$ cat config.mk
export PLATFORM = sky130hd
export DESIGN_NAME = mem_arbiter_flat
export DESIGN_NICKNAME = d
export VERILOG_FILES = /design/src/rtl/mem_arbiter_if.sv /design/src/rtl/mem_arbiter.sv /design/src/flat_wrapper.sv
export SDC_FILE = /design/constraint.sdc
export NUM_CORES = 1
export LEC_CHECK = 0
export ABC_AREA = 1
export CAP_MARGIN = 15
export CELL_PAD_IN_SITES_DETAIL_PLACEMENT = 1
export CELL_PAD_IN_SITES_GLOBAL_PLACEMENT = 1
export CORE_UTILIZATION = 27
export DETAILED_ROUTE_END_ITERATION = 8
export PLACE_DENSITY = 0.82
export REMOVE_ABC_BUFFERS = 1
export SETUP_SLACK_MARGIN = 0.3
export SLEW_MARGIN = 20
export SYNTH_ARGS = -nofsm -noshare
export SYNTH_HDL_FRONTEND = slang
export SYNTH_SLANG_ARGS = --single-unit
$ cat constraint.sdc
create_clock -name clk -period 2.17 [get_ports clk]
set_input_delay 0.3255 -clock clk [delete_from_list [all_inputs] [get_ports clk]]
set_output_delay 0.3255 -clock clk [all_outputs]
set_load 0.005 [all_outputs]
$ cat src/rtl/mem_arbiter_if.sv
// Bundle shared by the requesters, the arbiter and the memory controller.
// Handshake: a requester raises req[i] and holds it until done[i] pulses; gnt[i] marks its access in flight.
interface mem_arbiter_if #(
    parameter int NUM_REQ = 2,
    parameter int AWIDTH  = 32,
    parameter int DWIDTH  = 32
);
    logic [NUM_REQ-1:0]        req;
    logic [NUM_REQ-1:0]        we;
    logic [NUM_REQ*AWIDTH-1:0] addr;
    logic [NUM_REQ*DWIDTH-1:0] wdata;
    logic [NUM_REQ-1:0]        gnt;
    logic [NUM_REQ-1:0]        done;
    logic                      err;
    logic [DWIDTH-1:0]         rdata;
    logic [AWIDTH-1:0]         mem_addr;
    logic [DWIDTH-1:0]         mem_wdata;
    logic                      mem_rw;
    logic                      mem_valid;
    logic [DWIDTH-1:0]         mem_rdata;

    // Environment side: requesters plus the memory controller's read data.
    modport master (
        output req, we, addr, wdata, mem_rdata,
        input  gnt, done, err, rdata, mem_addr, mem_wdata, mem_rw, mem_valid
    );

    modport slave (
        input  req, we, addr, wdata, mem_rdata,
        output gnt, done, err, rdata, mem_addr, mem_wdata, mem_rw, mem_valid
    );
endinterface

$ cat src/rtl/mem_arbiter.sv
// Round-robin arbiter that sequences requester accesses onto the single memory controller port.
// Misaligned requests are rejected without touching memory; all outputs are registered.
module mem_arbiter #(
    parameter int NUM_REQ = 2,
    parameter int AWIDTH  = 32,
    parameter int DWIDTH  = 32,
    parameter int MEM_LAT = 2
) (
    input  logic              clk,
    input  logic              reset,
    mem_arbiter_if.slave      bus,
    output logic [1:0]        dbg_state
);
    localparam int IW = (NUM_REQ > 1) ? $clog2(NUM_REQ) : 1;
    localparam int CW = (MEM_LAT > 1) ? $clog2(MEM_LAT) : 1;

    typedef enum logic [1:0] {
        S_IDLE   = 2'd0,
        S_ACCESS = 2'd1,
        S_DONE   = 2'd2
    } state_t;

    state_t              state_q, state_d;
    logic [IW-1:0]       ptr_q, ptr_d;
    logic [IW-1:0]       idx_q, idx_d;
    logic [CW-1:0]       cnt_q, cnt_d;
    logic [NUM_REQ-1:0]  gnt_q, gnt_d;
    logic [NUM_REQ-1:0]  done_q, done_d;
    logic                err_q, err_d;
    logic [DWIDTH-1:0]   rdata_q, rdata_d;
    logic [AWIDTH-1:0]   mem_addr_q, mem_addr_d;
    logic [DWIDTH-1:0]   mem_wdata_q, mem_wdata_d;
    logic                mem_rw_q, mem_rw_d;
    logic                mem_valid_q, mem_valid_d;

    logic                found;
    logic [IW-1:0]       sel_idx;
    logic [IW:0]         cand;
    logic [AWIDTH-1:0]   sel_addr;
    logic [DWIDTH-1:0]   sel_wdata;
    logic                sel_we;

    function automatic logic [IW-1:0] wrap_inc(input logic [IW-1:0] v);
        if (v == IW'(NUM_REQ - 1)) return '0;
        return v + 1'b1;
    endfunction

    // First active request at or above the pointer, wrapping at NUM_REQ-1.
    always_comb begin
        found   = 1'b0;
        sel_idx = '0;
        cand    = '0;
        for (int i = 0; i < NUM_REQ; i++) begin
            cand = {1'b0, ptr_q} + (IW+1)'(i);
            if (cand >= (IW+1)'(NUM_REQ)) cand = cand - (IW+1)'(NUM_REQ);
            if (!found && bus.req[cand[IW-1:0]]) begin
                found   = 1'b1;
                sel_idx = cand[IW-1:0];
            end
        end
    end

    assign sel_addr  = bus.addr[sel_idx*AWIDTH +: AWIDTH];
    assign sel_wdata = bus.wdata[sel_idx*DWIDTH +: DWIDTH];
    assign sel_we    = bus.we[sel_idx];

    always_comb begin
        state_d     = state_q;
        ptr_d       = ptr_q;
        idx_d       = idx_q;
        cnt_d       = cnt_q;
        gnt_d       = gnt_q;
        done_d      = done_q;
        err_d       = err_q;
        rdata_d     = rdata_q;
        mem_addr_d  = mem_addr_q;
        mem_wdata_d = mem_wdata_q;
        mem_rw_d    = mem_rw_q;
        mem_valid_d = mem_valid_q;

        unique case (state_q)
            S_IDLE: begin
                if (found) begin
                    idx_d = sel_idx;
                    if (sel_addr[1:0] != 2'b00) begin
                        // Rejected: no memory cycle, but the pointer still moves on.
                        done_d          = '0;
                        done_d[sel_idx] = 1'b1;
                        err_d           = 1'b1;
                        ptr_d           = wrap_inc(sel_idx);
                        state_d         = S_DONE;
                    end else begin
                        gnt_d          = '0;
                        gnt_d[sel_idx] = 1'b1;
                        mem_valid_d    = 1'b1;
                        mem_rw_d       = ~sel_we;
                        mem_addr_d     = sel_addr;
                        mem_wdata_d    = sel_wdata;
                        cnt_d          = CW'(MEM_LAT - 1);
                        state_d        = S_ACCESS;
                    end
                end
            end
            S_ACCESS: begin
                if (cnt_q != '0) begin
                    cnt_d = cnt_q - 1'b1;
                end else begin
                    mem_valid_d   = 1'b0;
                    gnt_d         = '0;
                    done_d        = '0;
                    done_d[idx_q] = 1'b1;
                    if (mem_rw_q) rdata_d = bus.mem_rdata;
                    ptr_d   = wrap_inc(idx_q);
                    state_d = S_DONE;
                end
            end
            S_DONE: begin
                done_d  = '0;
                err_d   = 1'b0;
                state_d = S_IDLE;
            end
            default: state_d = S_IDLE;
        endcase
    end

    always_ff @(posedge clk or negedge reset) begin
        if (!reset) begin
            state_q     <= S_IDLE;
            ptr_q       <= '0;
            idx_q       <= '0;
            cnt_q       <= '0;
            gnt_q       <= '0;
            done_q      <= '0;
            err_q       <= 1'b0;
            rdata_q     <= '0;
            mem_addr_q  <= '0;
            mem_wdata_q <= '0;
            mem_rw_q    <= 1'b1;
            mem_valid_q <= 1'b0;
        end else begin
            state_q     <= state_d;
            ptr_q       <= ptr_d;
            idx_q       <= idx_d;
            cnt_q       <= cnt_d;
            gnt_q       <= gnt_d;
            done_q      <= done_d;
            err_q       <= err_d;
            rdata_q     <= rdata_d;
            mem_addr_q  <= mem_addr_d;
            mem_wdata_q <= mem_wdata_d;
            mem_rw_q    <= mem_rw_d;
            mem_valid_q <= mem_valid_d;
        end
    end

    assign bus.gnt       = gnt_q;
    assign bus.done      = done_q;
    assign bus.err       = err_q;
    assign bus.rdata     = rdata_q;
    assign bus.mem_addr  = mem_addr_q;
    assign bus.mem_wdata = mem_wdata_q;
    assign bus.mem_rw    = mem_rw_q;
    assign bus.mem_valid = mem_valid_q;
    assign dbg_state     = state_q;
endmodule

$ cat src/flat_wrapper.sv
// flat-port wrapper written by rule: the top's interface ports become plain ports
module mem_arbiter_flat 
#(
    parameter int NUM_REQ = 2,
    parameter int AWIDTH  = 32,
    parameter int DWIDTH  = 32,
    parameter int MEM_LAT = 2
)
  (clk, reset, dbg_state, bus_req, bus_we, bus_addr, bus_wdata, bus_mem_rdata, bus_gnt, bus_done, bus_err, bus_rdata, bus_mem_addr, bus_mem_wdata, bus_mem_rw, bus_mem_valid);
  mem_arbiter_if #(.NUM_REQ(NUM_REQ), .AWIDTH(AWIDTH), .DWIDTH(DWIDTH)) bus_i ();
  input  logic clk;
  input  logic reset;
  output logic [1:0] dbg_state;
  input wire logic [$bits(bus_i.req)-1:0] bus_req;
  input wire logic [$bits(bus_i.we)-1:0] bus_we;
  input wire logic [$bits(bus_i.addr)-1:0] bus_addr;
  input wire logic [$bits(bus_i.wdata)-1:0] bus_wdata;
  input wire logic [$bits(bus_i.mem_rdata)-1:0] bus_mem_rdata;
  output wire logic [$bits(bus_i.gnt)-1:0] bus_gnt;
  output wire logic [$bits(bus_i.done)-1:0] bus_done;
  output wire logic [$bits(bus_i.err)-1:0] bus_err;
  output wire logic [$bits(bus_i.rdata)-1:0] bus_rdata;
  output wire logic [$bits(bus_i.mem_addr)-1:0] bus_mem_addr;
  output wire logic [$bits(bus_i.mem_wdata)-1:0] bus_mem_wdata;
  output wire logic [$bits(bus_i.mem_rw)-1:0] bus_mem_rw;
  output wire logic [$bits(bus_i.mem_valid)-1:0] bus_mem_valid;
  assign bus_i.req = bus_req;
  assign bus_i.we = bus_we;
  assign bus_i.addr = bus_addr;
  assign bus_i.wdata = bus_wdata;
  assign bus_i.mem_rdata = bus_mem_rdata;
  assign bus_gnt = bus_i.gnt;
  assign bus_done = bus_i.done;
  assign bus_err = bus_i.err;
  assign bus_rdata = bus_i.rdata;
  assign bus_mem_addr = bus_i.mem_addr;
  assign bus_mem_wdata = bus_i.mem_wdata;
  assign bus_mem_rw = bus_i.mem_rw;
  assign bus_mem_valid = bus_i.mem_valid;
  mem_arbiter #(.NUM_REQ(NUM_REQ), .AWIDTH(AWIDTH), .DWIDTH(DWIDTH), .MEM_LAT(MEM_LAT)) u_core (.clk(clk), .reset(reset), .bus(bus_i), .dbg_state(dbg_state));
endmodule
==> parameters.txt <==
Parameter                              Value

Drt
  Initial DRT Pass Iterations    8
  Routed Wire Length    roughly 17 mm
  Ratio of routed vias to standard cells    4.42
  WL per Instance    15.2 um
  DRC violation count after routing    1
  Drt initial violations    approximately 140
  Total number of vias    between 5000 and 6000
  Remaining antenna violation count after routing    0

Pwr
  PnR Total Power    just under 10 mW
  Max VDD drop    approximately 0.43 mV
  Lkg Pwr    slightly above 4 nW
  Power density over the cells    1180 nW/um^2

Yosys
  Top cells by area in the synthesized netlist    sky130_fd_sc_hd__dfrtp_1 (52%), sky130_fd_sc_hd__nand2_1 (30%), sky130_fd_sc_hd__mux2_2 (6.8%), sky130_fd_sc_hd__buf_2 (1.5%), sky130_fd_sc_hd__nand3_1 (1.4%)
  Cell type with the largest total area after synthesis    sky130_fd_sc_hd__dfrtp_1
  Synthesized flop and latch total    between 100 and 150
  Instance count of the mapped netlist    around 640
  Fraction of the yosys area taken by sequential cells    53.0%
  Synth cell types    20
  Synth warn    0
  Average size of a mapped cell    8.01 sq um
  Share of the synthesized area in the top cell type    roughly 52%
  Netlist Area Pre-Place    5100 sq um

Die
  Die X    around 140 um
  Initial cell density of the core    27.9%
  Number of top-level design ports    between 200 and 300
  Area of the core region    about 18000 sq um
  Vertical die dimension    139 um
  Area of the die    19500 sq um
  Std cell rows    49

Timing
  Fmax    565 MHz
  RSZ-0062 raised after global routing    false
  Slew of the pin with the lowest slew margin    0.466 ns
  Worst setup skew after layout    0.00906 ns
  Final setup margin    0.401 ns
  Final setup TNS    0 ns
  Share of the clock period used by the worst path after layout    between 80% and 90%
  Final count of hold timing violations    0
  Minimum clock period after layout    1.77 ns
  Count of endpoints failing setup in the final report    0
  Hold Slack    approximately 0.34 ns
  Headroom to the max-slew limit    68.9%
  Final Slew Violations    0

Clocking
  Clock network latency to the later pin of the worst-skew pair    roughly 0.35 ns
  Clk Tree Root Cell    sky130_fd_sc_hd__clkbuf_16
  Sink count of the clock tree    around 110
  Bufs on Longest Clock Path    2
  Clk pin slew, worst setup/hold paths    0.08 ns
  CTS tree    done
  TritonCTS buffer count    9
  Max H-tree Level    3

Flow run
  Max cap viols    0

Place
  Count of input and output buffers    270
  HPWL reported at the end of detailed placement    ~13 mm
  Placed standard-cell area    8050 sq um
  Placement-stage worst setup slack    ~0.17 ns
  Final estimated routing congestion in global placement    0.776
  Cell count after placement    about 1100

Setup path
  WP data required    between 1.5 and 2 ns
  Reg2reg path depth    7
  Setup slack on the worst flop-to-flop path    approximately 0.44 ns
  Startpoint of the lowest-slack register-to-register path    u_core.dbg_state[1]
  Critical Path Fanout Max    3
  Standard cell with the maximum stage delay on the critical path    sky130_fd_sc_hd__dfstp_2
  Data arrival time at the worst-slack endpoint    around 1.4 ns
  R2r endpoint    u_core.bus.rdata[15]
  Cell type group with the largest total delay on the critical path    flip-flops
  Crit-path max cell delay    ~0.56 ns
  Type of destination of the critical path    output port
  Category of the most critical setup path    reg2out
  Kind of start point of the critical path    flip-flop
  Buffers plus inverters on the worst setup path    1
  Worst-path cell chain    clkdlybuf4s50_1
  First element of the critical path    u_core.bus.mem_rw

Global routing
  Global-route wire length before repair    between 20 and 30 mm
  Antenna violations before repair    0
  Via count of the first global-routing pass    5411
  Largest net degree at the start of global routing    70
  Overflow left after global routing    0
  Total global-route track usage    ~18%

Final layout
  Post-route cell area    8430 sq um
  Ant diodes    0
  Share of layout cells above drive strength 1    approximately 8.3%
  Area Overhead vs Synth    65.1%
  Count of non-filler cells in the finished layout    around 1100
  Util after Layout    between 40% and 50%
  Final #Nets    approximately 1100
  Fillers    about 2200

Worst hold path
  Worst hold-check path type    in2async

Run status
  Result of the run    finished, violations left
  Violated checks    design-rule violations
## cells in the mapped netlist
cell                       count
sky130_fd_sc_hd__buf_2        15
sky130_fd_sc_hd__nand4_1       3
sky130_fd_sc_hd__mux2_1        1
sky130_fd_sc_hd__o211ai_1      1
sky130_fd_sc_hd__nand2_2       4
sky130_fd_sc_hd__nor2_1        7
sky130_fd_sc_hd__nand2_1     408
sky130_fd_sc_hd__mux2_2       31
sky130_fd_sc_hd__inv_1        18
sky130_fd_sc_hd__buf_6         6
sky130_fd_sc_hd__dfstp_2       1
sky130_fd_sc_hd__inv_2         2
sky130_fd_sc_hd__nor2_2        1
sky130_fd_sc_hd__o21bai_1      1
sky130_fd_sc_hd__buf_4         7
sky130_fd_sc_hd__dfrtp_1     107
sky130_fd_sc_hd__clkbuf_1      3
sky130_fd_sc_hd__o21ai_0       3
sky130_fd_sc_hd__nand3_1      14
sky130_fd_sc_hd__ha_1          4
## kinds of logic (layout without fill, tap and decap cells)
family | Yosys count | in the layout | synth area share, %
mux | 32 | 32 | 7.06
flops | 108 | 108 | 53.0
simple gates | 437 | 437 | 32.9
compound gates | 5 | 5 | 0.588
buf+inv | 51 | 320 | 5.52
fa+ha+maj | 4 | 4 | 0.981
## how the worst max path moves through the flow
stage,endpoint,slack (ns),cells after the start
2_1_floorplan,u_core.bus.gnt[1],-0.70,9
3_3_place_gp,u_core.bus.rdata[15],0.26,7
3_5_place_dp,u_core.bus.rdata[15],0.17,7
4_1_cts,u_core.bus.rdata[15],0.31,7
5_1_grt,u_core.bus.mem_wdata[31],0.30,8
6_report,bus_mem_rw,0.40,1
## sequential cells by signal (all words and copies together) (netlist names)
name                  count
u_core.idx_q              1
u_core.bus.mem_rw         1
u_core.dbg_state          2
u_core.bus.gnt            2
u_core.bus.done           2
u_core.bus.mem_addr      32
u_core.cnt_q              1
u_core.bus.mem_valid      1
u_core.bus.err            1
u_core.bus.mem_wdata     32
u_core.bus.rdata         32
u_core.ptr_q              1
## metal layers
layer / wire length (um) / track usage [%] / share of wire (%) / vias up
met5: 0 / 0 / 0 / -
met1: 6980 / 21.0 / 40 / 2340
li1: - / - / - / 2466
met3: 1440 / 5.30 / 8.3 / 16
met4: 223 / 5.50 / 1.3 / 0
met2: 8620 / 32.3 / 50 / 191
## cells in the final DEF, fill, tap and decap left out, drive strengths merged
cell type,count
clkinv,2
dfstp,1
nor2,8
ha,4
nand2,412
inv,21
dfrtp,107
o21ai,3
mux2,32
buf,13
clkbuf,10
bufinv,1
o211ai,1
o21bai,1
dlygate4sd3,1
clkdlybuf4s50,269
clkinvlp,3
nand4,3
nand3,14
## final cells by class
| class | instances | area [sq um] | share of cell area, % |
|---|---|---|---|
| inverters | 20 | 77.6 | 0.921 |
| repair buffers | 284 | 2900 | 34.4 |
| well taps | 229 | 287 | 3.40 |
| flip-flops and latches | 108 | 2710 | 32.1 |
| multi-input cells | 478 | 2160 | 25.6 |
| clock inverters | 7 | 75.1 | 0.891 |
| clock buffers | 9 | 225 | 2.67 |
## timing repair
| item | CTS | global route |
|---|---|---|
| resized for setup | 5 | 5 |
| setup buffers | 0 | 0 |
| hold endpoints to repair | 4 | 0 |
| hold buffers | 1 | 0 |
| setup endpoints to repair | 46 | 87 |
| cloned | 0 | 1 |
## worst register-to-register path, stage by stage, from the launching register on
cell	delay (ns)
sky130_fd_sc_hd__dfrtp_2	0.45
sky130_fd_sc_hd__inv_2	0.12
sky130_fd_sc_hd__ha_4	0.18
sky130_fd_sc_hd__inv_2	0.09
sky130_fd_sc_hd__nor2_4	0.12
sky130_fd_sc_hd__nand2_4	0.12
sky130_fd_sc_hd__buf_12	0.19
sky130_fd_sc_hd__mux2_1	0.33
## power by group
| group | internal (mW) | total (mW) | switching (mW) |
|---|---|---|---|
| Sequential | 3.02 | 3.59 | 0.568 |
| Combinational | 2.76 | 4.68 | 1.92 |
| Clock | 0.900 | 1.67 | 0.771 |
| Total | 6.69 | 9.95 | 3.26 |
(Power assumes the default switching activity.)
